--- config.mk ---
export PLATFORM = sky130hd
export DESIGN_NAME = uart_tx_arbiter
export DESIGN_NICKNAME = d
export VERILOG_FILES = /design/src/rtl/uart_tx_arbiter.sv
export SDC_FILE = /design/constraint.sdc
export NUM_CORES = 1
export LEC_CHECK = 0
export CAP_MARGIN = 20
export CORE_ASPECT_RATIO = 0.5
export CORE_UTILIZATION = 40
export DETAILED_ROUTE_END_ITERATION = 12
export PLACE_DENSITY = 0.66
export SYNTH_ARGS = -nofsm -noshare
export SYNTH_HDL_FRONTEND = slang
export SYNTH_SLANG_ARGS = --single-unit
--- constraint.sdc ---
create_clock -name CLOCK -period 5.2 [get_ports CLOCK]
set_clock_uncertainty 0.1 [all_clocks]
set_input_delay 0.52 -clock CLOCK [delete_from_list [all_inputs] [get_ports CLOCK]]
set_output_delay 0.52 -clock CLOCK [all_outputs]
set_load 0.005 [all_outputs]
--- src/rtl/uart_tx_arbiter.sv ---
// uart_tx_arbiter
//   Round-robin, packet-locking arbiter that feeds bytes from NREQ requesters
//   into a single 8N1 transmitter through a tx_en / tx_busy handshake.
//
// Ports
//   CLOCK        in   system clock, rising-edge active
//   RESET        in   asynchronous, active-high reset
//   req_valid    in   [NREQ]     per-requester byte available
//   req_data     in   [8*NREQ]   per-requester byte, requester i at [8i+7:8i]
//   req_last     in   [NREQ]     per-requester last byte of packet
//   req_ready    out  [NREQ]     per-requester accept (combinational)
//   tx_busy      in   transmitter busy
//   tx_en        out  one-cycle start strobe to the transmitter
//   tx_data      out  [8]        byte to transmit, held until next capture
//   grant        out  [NREQ]     one-hot packet owner, 0 when no owner
//   err_timeout  out  sticky: transmitter failed to go busy in time
module uart_tx_arbiter #(
    parameter int unsigned NREQ         = 3,
    parameter int unsigned BUSY_TIMEOUT = 16
) (
    input  logic                CLOCK,
    input  logic                RESET,
    input  logic [NREQ-1:0]     req_valid,
    input  logic [8*NREQ-1:0]   req_data,
    input  logic [NREQ-1:0]     req_last,
    output logic [NREQ-1:0]     req_ready,
    input  logic                tx_busy,
    output logic                tx_en,
    output logic [7:0]          tx_data,
    output logic [NREQ-1:0]     grant,
    output logic                err_timeout
);

    localparam int unsigned IDX_W = (NREQ > 1) ? $clog2(NREQ) : 1;
    localparam int unsigned CNT_W = $clog2(BUSY_TIMEOUT + 1);

    typedef enum logic [1:0] {
        IDLE      = 2'd0,
        LOAD      = 2'd1,
        WAIT_BUSY = 2'd2,
        WAIT_DONE = 2'd3
    } state_e;

    state_e             state_q;
    logic [IDX_W-1:0]   rr_q;
    logic [IDX_W-1:0]   owner_q;
    logic               lock_q;
    logic               last_q;
    logic [CNT_W-1:0]   cnt_q;
    logic               tx_en_q;
    logic [7:0]         tx_data_q;
    logic [NREQ-1:0]    grant_q;
    logic               err_q;

    logic               win_vld_d;
    logic [IDX_W-1:0]   win_idx_d;
    logic [NREQ-1:0]    win_oh_d;
    int unsigned        cand;

    // Index following the owner, wrapping at the last requester.
    function automatic logic [IDX_W-1:0] next_idx(input logic [IDX_W-1:0] idx);
        if (idx == IDX_W'(NREQ - 1)) begin
            return '0;
        end
        return idx + IDX_W'(1);
    endfunction

    // Winner selection: locked owner only, else first valid from rr_q upward.
    always_comb begin
        win_vld_d = 1'b0;
        win_idx_d = '0;
        cand      = 0;
        if (lock_q) begin
            win_vld_d = req_valid[owner_q];
            win_idx_d = owner_q;
        end else begin
            for (int unsigned off = 0; off < NREQ; off++) begin
                cand = 32'(rr_q) + off;
                if (cand >= NREQ) begin
                    cand = cand - NREQ;
                end
                if (!win_vld_d && req_valid[IDX_W'(cand)]) begin
                    win_vld_d = 1'b1;
                    win_idx_d = IDX_W'(cand);
                end
            end
        end
    end

    // One-hot form of the winner, used for both ready and grant.
    always_comb begin
        win_oh_d            = '0;
        win_oh_d[win_idx_d] = 1'b1;
    end

    // Ready only in IDLE and only for the winner; forced low while in reset.
    always_comb begin
        req_ready = '0;
        if (!RESET && (state_q == IDLE) && win_vld_d) begin
            req_ready = win_oh_d;
        end
    end

    // Arbiter FSM with registered strobe, data, grant and error outputs.
    always_ff @(posedge CLOCK or posedge RESET) begin
        if (RESET) begin
            state_q   <= IDLE;
            rr_q      <= '0;
            owner_q   <= '0;
            lock_q    <= 1'b0;
            last_q    <= 1'b0;
            cnt_q     <= '0;
            tx_en_q   <= 1'b0;
            tx_data_q <= '0;
            grant_q   <= '0;
            err_q     <= 1'b0;
        end else begin
            tx_en_q <= 1'b0;
            case (state_q)
                IDLE: begin
                    // A valid winner always sees ready, so this is the transfer edge.
                    if (win_vld_d) begin
                        tx_data_q <= req_data[{win_idx_d, 3'b000} +: 8];
                        last_q    <= req_last[win_idx_d];
                        owner_q   <= win_idx_d;
                        grant_q   <= win_oh_d;
                        tx_en_q   <= 1'b1;
                        state_q   <= LOAD;
                    end
                end
                LOAD: begin
                    cnt_q   <= '0;
                    state_q <= WAIT_BUSY;
                end
                WAIT_BUSY: begin
                    if (tx_busy) begin
                        state_q <= WAIT_DONE;
                    end else if (cnt_q == CNT_W'(BUSY_TIMEOUT - 1)) begin
                        err_q   <= 1'b1;
                        lock_q  <= 1'b0;
                        grant_q <= '0;
                        rr_q    <= next_idx(owner_q);
                        state_q <= IDLE;
                    end else begin
                        cnt_q <= cnt_q + CNT_W'(1);
                    end
                end
                WAIT_DONE: begin
                    if (!tx_busy) begin
                        state_q <= IDLE;
                        if (last_q) begin
                            lock_q  <= 1'b0;
                            grant_q <= '0;
                            rr_q    <= next_idx(owner_q);
                        end else begin
                            lock_q <= 1'b1;
                        end
                    end
                end
                default: state_q <= IDLE;
            endcase
        end
    end

    assign tx_en       = tx_en_q;
    assign tx_data     = tx_data_q;
    assign grant       = grant_q;
    assign err_timeout = err_q;

endmodule

==> impl_metrics.env, run 1 <==
export IMPL_timing_rr_start="rr_q[0]$_DFFE_PP0P_"
export IMPL_num_vias=1614
export IMPL_final_setup_worst_slack_ps=1370
export IMPL_hold_violations=0
export IMPL_cts_tree="built"
export IMPL_max_stage_delay_ps=480
export IMPL_drv_slew=0
export IMPL_path_buf_inv=4
export IMPL_dp_hpwl_um=3280
export IMPL_final_cell_mix="48 x clkdlybuf4s50_1, 26 x dfrtp_1, 20 x nand2_1, 15 x a21oi_1, 13 x mux2i_1"
export IMPL_root_buffer="clkbuf_8"
export IMPL_finalSetupViolations=0
export IMPL_multi_input_area_um2=1060
export IMPL_overflow=0
export IMPL_violations="DRC"
export IMPL_crit_family="buffers and inverters"
export IMPL_regArea_um2=651
export IMPL_clkTransAtPathRegs_ps=90
export IMPL_timing_rr_end="tx_data[2]$_DFFE_PP0P_"
export IMPL_rsz0062_at_grt="false"
export IMPL_yosysWarnings=0
export IMPL_grt_max_degree=28
export IMPL_nFillCells=388
export IMPL_syn_inst=194
export IMPL_dr_pass1_iters=8
export IMPL_postCtsResizedCells=0
export IMPL_final_core_util=0.542
export IMPL_rrSetupSlack_ps=2280
export IMPL_fin_crit_sh=0.736
export IMPL_dr_first_iter_drc_count=73
export IMPL_cts_made_buffers=3
export IMPL_ant_nets=0
export IMPL_crit_cells=10
export IMPL_clk_latency_ps=280
export IMPL_fin_tns_setup_ps=0
export IMPL_maxSlewHeadroom=0.473
export IMPL_rows=17
export IMPL_grt_pass1_wl_um=7530
export IMPL_hold_worst_slack_ps=388
export IMPL_synth_net_count=238
export IMPL_avgSynthCellArea_um2=9.53
export IMPL_gp_congestion=0.817
export IMPL_cts_sinks=26
export IMPL_ys_ff_latch=26
export IMPL_grt_pass1_vias=1583
export IMPL_crit_arrival_ps=3210
export IMPL_drive_gt1_frac=0.118
export IMPL_worst_slew_pin_slew_ps=786
export IMPL_cp_end_kind="output port"
export IMPL_cts_max_level=1
export IMPL_worst_r2r_cell_count=8
export IMPL_post_cts_buffers=0
export IMPL_ir_worst_vdd_v=0.000233
export IMPL_core_area_um2=4420
export IMPL_die_area_um2=4910
export IMPL_cts_buffer_depth=2
export IMPL_final_nets=283
export IMPL_endpoint="req_ready[0]"
export IMPL_status="finished, violations left"
export IMPL_cp_required_ps=4580
export IMPL_cellLeakagePower_nw=1.03
export IMPL_die_y_um=50.1
export IMPL_max_freq_ghz=0.261
export IMPL_antennaDiodeCount=0
export IMPL_routed_via_density=5.47
export IMPL_cp_max_fo=13
export IMPL_start_util=0.418
export IMPL_fin_crit_ps=3830
export IMPL_netlist_area_um2=1850
export IMPL_post_place_ws_ps=1470
export IMPL_synth_seq_area_share=0.352
export IMPL_powerDensity_nw_per_um2=585
export IMPL_synth_distinct_cells=44
export IMPL_critPathSlowestCell="clkdlybuf4s50_1"
export IMPL_layout_commonest_cell="clkdlybuf4s50_1"
export IMPL_drc=1
export IMPL_io_pins=49
export IMPL_die_w_um=98.1
export IMPL_wirelength_um=4330
export IMPL_antenna_found_initial=0
export IMPL_worstSetupPathType="reg2out"
export IMPL_wl_per_cell_um=14.7
export IMPL_crit_path_start_kind="register"
export IMPL_portBuffers=48
export IMPL_worstHoldPathType="reg2reg"
export IMPL_worstPathCellList="inv_1 > ha_1 > mux2i_1 > o2111ai_2 > o311ai_2 > buf_4 > inv_2 > nand2b_2 > nor3_1 > clkdlybuf4s50_1"
export IMPL_max_cap_viol_count=0
export IMPL_crit_start="rr_q[1]$_DFFE_PP0P_"
export IMPL_grt_usage=0.192
export IMPL_area_delta_synth_final_pct=29.9
export IMPL_ctsHoldBuffers=0
[layer usage]
metal | wire length, µm | share of wire | GRT usage
met2 | 2020 | 0.47 | 0.325
met5 | 0 | 0 | 0
met1 | 2090 | 0.48 | 0.259
met4 | 28 | 0.0065 | 0.0303
met3 | 189 | 0.044 | 0.0397
[through the flow]
step / cell area, µm² / power [mW] / std cells
after CTS: 2400 / 1.41 / 295
after floorplan: 1850 / 1.02 / 194
final: 2400 / 1.41 / 295
after global routing: 2400 / 1.52 / 295
after detailed placement: 2330 / 1.23 / 291
after global placement: 2330 / 1.22 / 291
[cell type report]
| cell class | count | share of cell area |
|---|---|---|
| clock buffer | 3 | 0.0172 |
| clock inverter | 1 | 0.0125 |
| inverter | 13 | 0.0203 |
| multi-input combinational | 145 | 0.443 |
| sequential | 26 | 0.271 |
| tap | 57 | 0.0297 |
| timing repair buffer | 50 | 0.206 |
[how the worst min path moves through the flow]
stage | to | start | slack (ps) | cells past startpoint
2_1_floorplan | cnt_q[3]$_DFFE_PP0P_ | cnt_q[3]$_DFFE_PP0P_ | 350 | 1
3_3_place_gp | err_timeout$_DFFE_PP0P_ | err_timeout$_DFFE_PP0P_ | 360 | 1
3_5_place_dp | err_timeout$_DFFE_PP0P_ | err_timeout$_DFFE_PP0P_ | 370 | 1
6_report | err_timeout$_DFFE_PP0P_ | err_timeout$_DFFE_PP0P_ | 390 | 1
5_1_grt | err_timeout$_DFFE_PP0P_ | err_timeout$_DFFE_PP0P_ | 410 | 1
4_1_cts | err_timeout$_DFFE_PP0P_ | err_timeout$_DFFE_PP0P_ | 390 | 1
[cell families (layout without fill, tap and decap cells)]
kind of cell	count (synthesis)	in the layout	synth area share
AND/OR/NAND/NOR	63	63	0.169
AO/OA/AOI/OAI	54	54	0.236
flip-flops	26	26	0.352
adder cells (fa/ha/maj)	11	11	0.0745
buffers and inverters	23	67	0.0731
multiplexers	17	17	0.0948
[power breakdown]
| group | switching (mW) | total (mW) | internal (mW) |
|---|---|---|---|
| registers | 0.0700 | 0.359 | 0.289 |
| clock network | 0.0677 | 0.171 | 0.103 |
| logic | 0.464 | 0.875 | 0.411 |
| total | 0.602 | 1.41 | 0.803 |
[registers in the layout, indices dropped and copies added, names as in the netlist]
signal       count
rr_q             2
tx_data          8
lock_q           1
owner_q          2
state_q          2
err_timeout      1
grant            3
last_q           1
tx_en            1
cnt_q            5
[cell usage after synthesis (all sizes together)]
cell,count,share of area
nand2,20,0.041
and3,4,0.014
inv,13,0.026
nor2b,2,0.0068
o211a,1,0.0054
nand3b,4,0.016
buf,3,0.016
o2bb2ai,1,0.0081
nor4,3,0.010
nor2,11,0.022
ha,11,0.074
and3b,1,0.0047
a21oi,15,0.041
nand2b,3,0.012
o2111ai,1,0.0081
a211oi,1,0.0041
nand3,11,0.030
o31ai,3,0.015
o21ai,10,0.029
mux2,4,0.024
o221ai,1,0.0047
a32o,1,0.0054
a22oi,1,0.0068
nor3,2,0.0054
o31a,1,0.0047
o311ai,1,0.0088
dfrtp,26,0.35
o211ai,12,0.073
or3b,1,0.0047
nand4,1,0.0034
clkbuf,7,0.030
o22ai,1,0.0034
o22a,2,0.010
o32ai,1,0.0047
o21bai,1,0.0041
mux2i,13,0.070
Power figures use the tool's default switching activity.
==> run 2: changes to the inputs <==
==> constraint.sdc (replaced) <==
create_clock -name CLOCK -period 3.75 [get_ports CLOCK]
set_clock_uncertainty 0.1 [all_clocks]
set_input_delay 0.375 -clock CLOCK [delete_from_list [all_inputs] [get_ports CLOCK]]
set_output_delay 0.375 -clock CLOCK [all_outputs]
set_load 0.005 [all_outputs]
==> impl_metrics.env, run 2 (same netlist as run 1, synthesis figures left out) <==
export IMPL_fin_tns_setup_ps=0
export IMPL_dr_first_iter_drc_count=64
export IMPL_layout_commonest_cell="clkdlybuf4s50_1"
export IMPL_rows=17
export IMPL_ctsHoldBuffers=0
export IMPL_root_buffer="clkbuf_8"
export IMPL_wl_per_cell_um=14.6
export IMPL_crit_cells=9
export IMPL_grt_pass1_wl_um=7340
export IMPL_fin_crit_sh=0.907
export IMPL_drive_gt1_frac=0.125
export IMPL_rsz0062_at_grt="false"
export IMPL_endpoint="req_ready[0]"
export IMPL_grt_max_degree=28
export IMPL_antenna_found_initial=0
export IMPL_holdPathStages=1
export IMPL_ant_nets=0
export IMPL_drc=1
export IMPL_fin_area_um2=2410
export IMPL_rrSetupSlack_ps=1090
export IMPL_max_stage_delay_ps=530
export IMPL_num_vias=1598
export IMPL_power_mw=1.97
export IMPL_io_pins=49
export IMPL_cp_max_fo=15
export IMPL_violations="DRC"
export IMPL_drv_slew=0
export IMPL_grt_pass1_vias=1546
export IMPL_cts_max_level=1
export IMPL_antennaDiodeCount=0
export IMPL_clkTransAtPathRegs_ps=100
export IMPL_grt_usage=0.187
export IMPL_dr_pass1_iters=8
export IMPL_clk_latency_ps=270
export IMPL_crit_start="rr_q[0]$_DFFE_PP0P_"
export IMPL_overflow=0
export IMPL_cts_buffer_depth=2
export IMPL_core_area_um2=4420
export IMPL_fin_crit_ps=3400
export IMPL_post_cts_buffers=0
export IMPL_critPathSlowestCell="clkdlybuf4s50_1"
export IMPL_worst_slew_pin_slew_ps=631
export IMPL_die_y_um=50.1
export IMPL_regArea_um2=651
export IMPL_final_setup_worst_slack_ps=350
export IMPL_multi_input_area_um2=1060
export IMPL_worstHoldPathType="reg2reg"
export IMPL_max_cap_viol_count=0
export IMPL_cellLeakagePower_nw=1.04
export IMPL_ir_worst_vdd_v=0.000294
export IMPL_powerDensity_nw_per_um2=817
export IMPL_post_place_ws_ps=618
export IMPL_die_area_um2=4910
export IMPL_hold_worst_slack_ps=385
export IMPL_dp_hpwl_um=3330
export IMPL_gp_congestion=0.797
export IMPL_worstPathCellList="inv_1 > ha_1 > nor2b_1 > o211ai_1 > o21ai_0 > mux2_2 > nand2b_2 > nor3_1 > clkdlybuf4s50_1"
export IMPL_cts_tree="built"
export IMPL_cp_required_ps=3270
export IMPL_finalSetupViolations=0
export IMPL_die_w_um=98.1
export IMPL_cp_end_kind="output port"
export IMPL_worst_r2r_cell_count=9
export IMPL_maxSlewHeadroom=0.575
export IMPL_portBuffers=48
export IMPL_worstSetupPathType="reg2out"
export IMPL_cts_sinks=26
export IMPL_routed_via_density=5.38
export IMPL_status="finished, violations left"
export IMPL_crit_arrival_ps=2920
export IMPL_wirelength_um=4330
export IMPL_nFillCells=392
export IMPL_timing_rr_start="rr_q[0]$_DFFE_PP0P_"
export IMPL_crit_path_start_kind="register"
export IMPL_timing_rr_end="grant[0]$_DFFE_PP0P_"
export IMPL_cts_made_buffers=3
export IMPL_final_nets=285
export IMPL_placed_cell_area_um2=2340
export IMPL_largest_register_ffs=8
export IMPL_area_delta_synth_final_pct=30.7
export IMPL_hold_violations=0
export IMPL_path_buf_inv=2
export IMPL_final_cell_mix="48 x clkdlybuf4s50_1, 26 x dfrtp_1, 20 x nand2_1, 15 x a21oi_1, 13 x mux2i_1"
export IMPL_start_util=0.418
export IMPL_postCtsResizedCells=0
export IMPL_max_freq_ghz=0.294
export IMPL_crit_family="buffers and inverters"
[run 2: cell type report]
| type | count | share of cell area |
|---|---|---|
| clock buffers | 3 | 0.0171 |
| clock inverters | 1 | 0.0124 |
| inverters | 13 | 0.0202 |
| multi-input cells | 145 | 0.440 |
| flip-flops and latches | 26 | 0.269 |
| well taps | 57 | 0.0295 |
| repair buffers | 52 | 0.211 |
[run 2: worst min path at each step]
stage / from / to / slack, ps
after floorplan: RESET / cnt_q[0]$_DFFE_PP0P_ / 320
after global placement: err_timeout$_DFFE_PP0P_ / err_timeout$_DFFE_PP0P_ / 360
after detailed placement: err_timeout$_DFFE_PP0P_ / err_timeout$_DFFE_PP0P_ / 360
after CTS: err_timeout$_DFFE_PP0P_ / err_timeout$_DFFE_PP0P_ / 390
after global routing: err_timeout$_DFFE_PP0P_ / err_timeout$_DFFE_PP0P_ / 400
final: err_timeout$_DFFE_PP0P_ / err_timeout$_DFFE_PP0P_ / 390
[run 2: power by group]
group | switching (mW) | internal, mW | leakage [nW]
registers | 0.0938 | 0.400 | 0.333
clock network | 0.0952 | 0.143 | 0.0357
logic | 0.650 | 0.591 | 0.672
[run 2: layer usage]
layer	vias to the layer above	global-route usage	part of all wire
met5	-	0	0
met4	0	0.0303	0.0053
met3	2	0.0340	0.037
met2	29	0.318	0.46
met1	772	0.253	0.50
li1	795	-	-
[run 2: through the flow]
step                      utilization  cells
after global placement          0.530    293
final                           0.546    297
after CTS                       0.546    297
after floorplan                     -    194
after global routing            0.546    297
after detailed placement        0.530    293
==> run 3: changes to the inputs <==
--- a/config.mk
+++ b/config.mk
@@ -5,6 +5,7 @@
 export SDC_FILE = /design/constraint.sdc
 export NUM_CORES = 1
 export LEC_CHECK = 0
+export ABC_AREA = 1
 export CAP_MARGIN = 20
 export CORE_ASPECT_RATIO = 0.5
 export CORE_UTILIZATION = 40
==> impl_metrics.env, run 3 <==
export IMPL_status="finished, violations left"
export IMPL_violations="DRC"
export IMPL_worstSetupPathType="reg2out"
export IMPL_fin_crit_ps=3260
export IMPL_routed_via_density=4.93
export IMPL_wl_per_cell_um=12.0
export IMPL_layout_commonest_cell="nand2_1"
export IMPL_postCtsResizedCells=0
export IMPL_antennaDiodeCount=0
export IMPL_async_flop_share=1.00
export IMPL_cp_required_ps=3270
export IMPL_synth_edff_count=0
export IMPL_ys_top_cells_by_area="dfrtp_1 35%, nand2_1 19%, nand3_1 11%"
export IMPL_cellLeakagePower_nw=1.25
export IMPL_grt_max_degree=27
export IMPL_ctsHoldBuffers=0
export IMPL_wirelength_um=4540
export IMPL_met1_usage=0.271
export IMPL_clk_latency_ps=270
export IMPL_hold_violations=0
export IMPL_worstHoldPathType="reg2reg"
export IMPL_rows=17
export IMPL_die_w_um=98.1
export IMPL_final_nets=366
export IMPL_power_mw=2.02
export IMPL_avgSynthCellArea_um2=6.84
export IMPL_portBuffers=48
export IMPL_nFillCells=422
export IMPL_io_pins=49
export IMPL_synth_distinct_cells=23
export IMPL_cts_max_level=1
export IMPL_worstPathCellList="inv_1 > ha_1 > inv_2 > nand2_2 > nand3_1 > nand2_2 > nand2_2 > nor2_2 > nand2_1 > nand3_1 > nand2_1 > nor3_1 > clkdlybuf4s50_1"
export IMPL_crit_family="simple AND/OR/NAND/NOR gates"
export IMPL_crit_path_start_kind="register"
export IMPL_final_setup_worst_slack_ps=490
export IMPL_drc=1
export IMPL_netlist_area_um2=1850
export IMPL_use_met3=0.0355
export IMPL_yosysWarnings=0
export IMPL_yosys_area_top_type="dfrtp_1"
export IMPL_maxSlewHeadroom=0.692
export IMPL_ant_nets=0
export IMPL_max_cap_viol_count=0
export IMPL_syn_inst=270
export IMPL_start_util=0.417
export IMPL_crit_top_cell="nand2_2"
export IMPL_finalSetupViolations=0
export IMPL_grt_pass1_vias=1649
export IMPL_root_buffer="clkbuf_8"
export IMPL_path_buf_inv=3
export IMPL_top_usage_layer="met2"
export IMPL_max_freq_ghz=0.307
export IMPL_drv_slew=0
export IMPL_powerDensity_nw_per_um2=825
export IMPL_stdcell_count=378
export IMPL_num_vias=1864
export IMPL_yosysMostFrequentCell="nand2_1"
export IMPL_dr_first_iter_drc_count=69
export IMPL_synth_seq_area_share=0.353
export IMPL_post_place_ws_ps=683
export IMPL_crit_arrival_ps=2790
export IMPL_clkTransAtPathRegs_ps=90
export IMPL_worst_slew_pin_slew_ps=460
export IMPL_cp_end_kind="output port"
export IMPL_die_y_um=50.0
export IMPL_cts_tree="built"
export IMPL_overflow=0
export IMPL_post_cts_buffers=0
export IMPL_cts_sinks=26
export IMPL_dp_hpwl_um=3680
export IMPL_grt_usage=0.192
export IMPL_grtUsageMet2=0.309
export IMPL_cts_buffer_depth=2
export IMPL_gp_congestion=0.876
export IMPL_dp_cells=374
export IMPL_largest_register_ffs=8
export IMPL_drive_gt1_frac=0.0779
export IMPL_core_area_um2=4420
export IMPL_antenna_found_initial=0
export IMPL_synth_top_cells_by_count="91 x nand2_1, 40 x nand3_1, 34 x inv_1"
export IMPL_ys_ff_latch=26
export IMPL_dr_pass1_iters=8
export IMPL_synth_main_ff_cell="dfrtp_1"
export IMPL_cts_made_buffers=3
export IMPL_synth_top_area_share=0.353
export IMPL_rsz0062_at_grt="false"
export IMPL_max_stage_delay_ps=530
export IMPL_fin_tns_setup_ps=0
export IMPL_ir_worst_vdd_v=0.000343
export IMPL_die_area_um2=4910
export IMPL_cp_max_fo=8
export IMPL_critPathSlowestCell="clkdlybuf4s50_1"
export IMPL_final_cell_mix="91 x nand2_1, 48 x clkdlybuf4s50_1, 40 x nand3_1, 34 x inv_1, 26 x dfrtp_1"
export IMPL_grt_pass1_wl_um=7380
export IMPL_area_delta_synth_final_pct=32.5
export IMPL_final_core_util=0.553
export IMPL_fin_crit_sh=0.869
export IMPL_synth_net_count=314
==> run 3: logic make-up (layout without fill, tap and decap cells) <==
family / after synthesis / after routing / synth area share
DFF: 26 / 26 / 0.353
AOI/OAI and AO/OA: 18 / 18 / 0.0529
and+or+nand+nor: 173 / 173 / 0.422
adders and majority gates: 11 / 11 / 0.0746
buffers and inverters: 42 / 93 / 0.0976
==> run 3: path summary, 6_finish.rpt <==
path | startpoint | to | slack, ps | cells past startpoint
worst max-delay path | rr_q[0]$_DFFE_PP0P_ | req_ready[2] | 490 | 13
worst min-delay path | err_timeout$_DFFE_PP0P_ | err_timeout$_DFFE_PP0P_ | 380 | 1
worst max register to register | rr_q[0]$_DFFE_PP0P_ | tx_data[5]$_DFFE_PP0P_ | 1350 | 16
worst min register to register | err_timeout$_DFFE_PP0P_ | err_timeout$_DFFE_PP0P_ | 380 | 1
max in group asynchronous | RESET | tx_en$_DFF_PP0_ | 2900 | 3
min in group asynchronous | RESET | state_q[0]$_DFFE_PP0P_ | 400 | 3
==> run 3: area by class of cell <==
| cell class | instances | area, µm² | share of cell area |
|---|---|---|---|
| Sequential cell | 26 | 651 | 0.266 |
| Timing Repair Buffer | 53 | 518 | 0.212 |
| Multi-Input combinational cell | 202 | 1010 | 0.415 |
| Inverter | 36 | 135 | 0.0553 |
| Tap cell | 57 | 71.3 | 0.0292 |
| Clock buffer | 4 | 55.1 | 0.0225 |
==> run 3: per-stage QoR <==
stage | hold slack [ps] | instance area (µm²)
final | 378 | 2440
after global routing | 411 | 2440
after CTS | 386 | 2440
after detailed placement | 361 | 2390
after global placement | 358 | 2390
after floorplan | 324 | 1850
==> run 3: routing by layer <==
metal  routed length (µm)  vias to the layer above
met3                  204                        4
met4                   38                        0
li1                     -                      964
met2                 2030                       35
met1                 2270                      861
met5                    0                        -
==> run 3: where the power goes <==
| part | switching [mW] | total (mW) | internal [mW] |
|---|---|---|---|
| combinational | 0.858 | 1.37 | 0.516 |
| clock | 0.0854 | 0.179 | 0.0938 |
| sequential | 0.0738 | 0.464 | 0.390 |
